--- src/rtl/uart_tx_arbiter.sv ---
// Round-robin arbiter that shares one UART transmitter among N_REQ byte requesters.
// Tracks the core's busy flag through start and completion, with a start watchdog.
module uart_tx_arbiter #(
    parameter int N_REQ    = 4,
    parameter int DATA_W   = 8,
    parameter int START_TO = 16
) (
    input  logic                      clk,
    input  logic                      rst,
    input  logic                      enable,
    input  logic [N_REQ-1:0]          req,
    input  logic [N_REQ*DATA_W-1:0]   req_data,
    output logic [N_REQ-1:0]          ack,
    output logic [N_REQ-1:0]          done,
    output logic [DATA_W-1:0]         p_data,
    output logic                      data_valid,
    input  logic                      tx_busy,
    output logic [$clog2(N_REQ)-1:0]  grant_id,
    output logic                      active,
    output logic                      err_timeout
);

    localparam int ID_W  = $clog2(N_REQ);
    localparam int CNT_W = $clog2(START_TO) + 1;
    localparam logic [ID_W:0]    N_EXT    = (ID_W+1)'(N_REQ);
    localparam logic [ID_W-1:0]  LAST_ID  = ID_W'(N_REQ - 1);
    localparam logic [CNT_W-1:0] CNT_LAST = CNT_W'(START_TO - 1);

    typedef enum logic [1:0] {
        IDLE,
        LOAD,
        WAIT_START,
        WAIT_DONE
    } state_t;

    state_t            state;
    logic [ID_W-1:0]   rr_ptr;
    logic [CNT_W-1:0]  cnt;
    logic [CNT_W-1:0]  cnt_next;
    logic [ID_W-1:0]   next_ptr;
    logic [DATA_W-1:0] slot [N_REQ];
    logic [ID_W:0]     cand;
    logic [ID_W-1:0]   win;
    logic              found;

    always_comb begin
        for (int i = 0; i < N_REQ; i++) begin
            slot[i] = req_data[i*DATA_W +: DATA_W];
        end
    end

    // Search upward from rr_ptr with explicit wrap so non-power-of-2 N_REQ works.
    always_comb begin
        found = 1'b0;
        win   = '0;
        cand  = '0;
        for (int i = 0; i < N_REQ; i++) begin
            cand = {1'b0, rr_ptr} + (ID_W+1)'(i);
            if (cand >= N_EXT) begin
                cand = cand - N_EXT;
            end
            if (!found && req[cand[ID_W-1:0]]) begin
                found = 1'b1;
                win   = cand[ID_W-1:0];
            end
        end
    end

    assign next_ptr = (grant_id == LAST_ID) ? '0 : grant_id + ID_W'(1);
    assign cnt_next = (cnt == '1) ? cnt : cnt + CNT_W'(1);

    always_ff @(posedge clk or negedge rst) begin
        if (!rst) begin
            state       <= IDLE;
            rr_ptr      <= '0;
            cnt         <= '0;
            p_data      <= '0;
            data_valid  <= 1'b0;
            ack         <= '0;
            done        <= '0;
            grant_id    <= '0;
            active      <= 1'b0;
            err_timeout <= 1'b0;
        end else begin
            ack         <= '0;
            done        <= '0;
            data_valid  <= 1'b0;
            err_timeout <= 1'b0;
            case (state)
                IDLE: begin
                    if (enable && found) begin
                        grant_id   <= win;
                        p_data     <= slot[win];
                        ack        <= N_REQ'(1) << win;
                        data_valid <= 1'b1;
                        active     <= 1'b1;
                        state      <= LOAD;
                    end
                end
                LOAD: begin
                    cnt   <= '0;
                    state <= WAIT_START;
                end
                WAIT_START: begin
                    if (tx_busy) begin
                        state <= WAIT_DONE;
                    end else begin
                        cnt <= cnt_next;
                        // Stuck core: give up on this frame and move the pointer past it.
                        if (cnt_next >= CNT_LAST) begin
                            err_timeout <= 1'b1;
                            rr_ptr      <= next_ptr;
                            active      <= 1'b0;
                            state       <= IDLE;
                        end
                    end
                end
                WAIT_DONE: begin
                    if (!tx_busy) begin
                        done   <= N_REQ'(1) << grant_id;
                        rr_ptr <= next_ptr;
                        active <= 1'b0;
                        state  <= IDLE;
                    end
                end
                default: state <= IDLE;
            endcase
        end
    end

endmodule

--- config.mk ---
export PLATFORM = sky130hd
export DESIGN_NAME = uart_tx_arbiter
export DESIGN_NICKNAME = d
export VERILOG_FILES = /design/src/rtl/uart_tx_arbiter.sv
export SDC_FILE = /design/constraint.sdc
export NUM_CORES = 1
export LEC_CHECK = 0
export BUFFER_PORTS_ARGS = -buffer_cell sky130_fd_sc_hd__buf_4
export CAP_MARGIN = 25
export CORE_MARGIN = 2
export CORE_UTILIZATION = 53
export DETAILED_ROUTE_END_ITERATION = 8
export PLACE_DENSITY = 0.84
export SETUP_SLACK_MARGIN = 0.15
export SLEW_MARGIN = 20
export SYNTH_ARGS = -nofsm -noshare
export SYNTH_HDL_FRONTEND = slang
export SYNTH_SLANG_ARGS = --single-unit
--- constraint.sdc ---
create_clock -name clk -period 4.95 [get_ports clk]
set_clock_uncertainty 0.15 [all_clocks]
set_input_delay 0.99 -clock clk [delete_from_list [all_inputs] [get_ports clk]]
set_output_delay 0.99 -clock clk [all_outputs]
set_load 0.02 [all_outputs]
==> reports/qor.csv <==
stage;metric;value;unit
hold_path;worst hold path type;register to register;
layout;share of cells above drive strength 1;34.1;%
cts;Clock Pin Slew Worst Setup and Hold Paths;100;ps
layout;Net count, final;271;
cts;Num CTS Buffers;5;
cts;Post-CTS Repair Setup Buffers;0;
sta;Worst Tran Pin Value;859;ps
detailed_routing;Iter 0 DRT Violations;30;
global_routing;global-route wire length before repair;6200;um
sta;f_max;385;MHz
detailed_routing;drt via density;5.55;
layout;Area Growth Syn to Fin;31.0;%
layout;fill count;221;
logic_synthesis;Netlist Area Pre-Place;1680;um^2
cts;Worst-Skew Late Latency;320;ps
power;pwr/cell area;480;nW/um^2
die;die width;60.2;um
logic_synthesis;syn avg cell area;10.3;um^2
cts;post-cts resize count;0;
cts;clock root buffer;clkbuf_4;
worst_setup_path;Arr. time, crit path;2670;ps
die;Core ar.;3030;um^2
die;Die Height;60.2;um
die;full die area;3630;um^2
sta;worst hold slack;392;ps
sta;slew margin rel.;42.8;%
placement;Final HPWL DP;2960;um
detailed_routing;final WL;3830;um
sta;RSZ-0062 raised after global routing;no;
global_routing;antenna violations before repair;0;
sta;Final Cycle Share;52.5;%
die;FP Rows;20;
detailed_routing;via count;1481;
placement;Buffers on Ports;60;
cts;TritonCTS clock tree;done;
die;Top Ports;61;
layout;Register Area;751;um^2
logic_synthesis;post-synthesis net count;212;
placement;global placement routability congestion;0.809;
logic_synthesis;library cells used by synthesis;38;
logic_synthesis;Post-Syn Instances;163;
power;Max IR drop VDD;0.000282;V
worst_setup_path;Crit Path Class;primary input to register;
global_routing;grt total ovfl;0;
logic_synthesis;register bit total from synthesis;30;
logic_synthesis;register area share after synthesis;44.8;%
worst_setup_path;reg2reg setup slack;2640;ps
sta;TNS Setup;0;ps
sta;Slew Viols, Final;0;
logic_synthesis;synth warn;0;
die;initial core utilization;55.4;%
detailed_routing;DRC;0;
detailed_routing;first drt pass iteration count;4;
worst_setup_path;Worst Setup End Kind;register;
power;Power Total;1.05;mW
detailed_routing;post-route ant nets;0;
flow_run;Max-Cap Viols;0;
power;leak pwr;1.08;nW
cts;hold buffers post-CTS;0;
sta;fin crit period;2600;ps
layout;area occupied by multi-input gates;851;um^2
logic_synthesis;synth top area cells;dfrtp_1 (45%), ha_1 (6.7%), mux2i_1 (5.4%), a211oi_1 (4.5%), a2111oi_0 (4.2%);
global_routing;largest net degree at the start of global routing;31;
layout;Inserted Diodes;0;
worst_setup_path;Critical Path RT;5020;ps
layout;most common cell after layout, fill and taps aside;buf_4;
global_routing;number of global-route vias before repair;1435;
logic_synthesis;post-synth top area share;44.8;%
logic_synthesis;Synth area leader;dfrtp_1;
worst_setup_path;CP Launch Type;primary input;
sta;endpoints failing hold;0;
global_routing;gr usage total;23.4;%
layout;most frequent cells in the layout;buf_4 (60), dfrtp_1 (30), nor2_1 (12);
layout;Util after Layout;72.6;%
outcome;status;completed;
detailed_routing;DR WL/cell;14.3;um
cts;CTS Buffer Depth;2;
worst_setup_path;crit path max fanout;15;
sta;count of final setup violators;0;
cts;htree depth;2;
cts;clock sink count;30;
-- routing by layer --
| metal | vias up | global-route usage (%) | wire length (um) |
|---|---|---|---|
| met4 | 0 | 8.25 | 63 |
| li1 | 719 | - | - |
| met5 | - | 0 | 0 |
| met3 | 8 | 6.49 | 232 |
| met2 | 55 | 38.5 | 1920 |
| met1 | 699 | 29.4 | 1620 |
-- synthesized netlist by cell type --
library cell,number
a2111o_1,1
a2111oi_0,8
a211oi_1,10
a21boi_0,9
a21boi_1,1
a21o_1,1
a21oi_1,7
a21oi_2,1
a41oi_1,1
and2_1,5
and2_4,1
and3_1,1
and3_2,1
buf_2,3
buf_4,1
buf_6,1
clkbuf_1,3
dfrtp_1,30
ha_1,9
inv_1,8
maj3_1,1
mux2_2,3
mux2i_1,9
nand2_1,7
nand2b_1,1
nand3_1,5
nand3_2,1
nand4_1,2
nor2_1,12
nor2b_1,5
nor3_1,4
o211ai_1,1
o21a_1,1
o21ai_0,3
o22a_1,2
o22ai_1,2
o32a_2,1
or4_4,1
-- per-stage QoR --
step / setup slack [ps] / cells / area (um^2)
detailed placement: 2030 / 259 / 2140
CTS: 2370 / 267 / 2200
global placement: 2120 / 259 / 2140
floorplan: 2550 / 163 / 1680
finish: 2350 / 267 / 2200
global route: 2270 / 267 / 2200
-- worst max-delay path: stages --
cell and delay [ps]:
buf_4 120, or4_4 530, nand3_2 230, inv_1 220, and2_1 310, a211oi_1 250
-- worst paths after layout --
check	endpoint	startpoint	cells past startpoint
max	p_data[4]$_DFFE_PN0P_	req[2]	6
min	cnt[1]$_DFFE_PN0P_	cnt[1]$_DFFE_PN0P_	2
max reg2reg	rr_ptr[0]$_DFFE_PN0P_	cnt[0]$_DFFE_PN0P_	6
min reg2reg	cnt[1]$_DFFE_PN0P_	cnt[1]$_DFFE_PN0P_	2
max in group asynchronous	p_data[3]$_DFFE_PN0P_	rst	1
min in group asynchronous	rr_ptr[1]$_DFFE_PN0P_	rst	1
-- sequential cells by signal, indices dropped and copies added, names as in the netlist --
signal	cells
ack	4
active	1
cnt	5
data_valid	1
done	4
err_timeout	1
grant_id	2
p_data	8
rr_ptr	2
state	2
-- cells by family after synthesis --
kind of cell,after synthesis,share of synthesized area (%)
compound gates,49,21.6
simple gates,46,14.4
flops,30,44.8
buf+inv,16,4.48
mux,12,7.39
fa+ha+maj,10,7.31
-- final cells by class --
| type | instances | area share [%] |
|---|---|---|
| Timing Repair Buffer | 60 | 20.5 |
| Multi-Input combinational cell | 117 | 38.7 |
| Tap cell | 44 | 2.51 |
| Inverter | 8 | 1.37 |
| Clock buffer | 7 | 2.51 |
| Sequential cell | 30 | 34.2 |
| Clock inverter | 1 | 0.228 |
-- report_power, final --
part	leakage [nW]	internal, mW	switching, mW
Clock	0.0353	0.0688	0.0802
Sequential	0.378	0.321	0.0659
Combinational	0.662	0.228	0.291
Note: power is estimated with default switching activity, not from simulation.
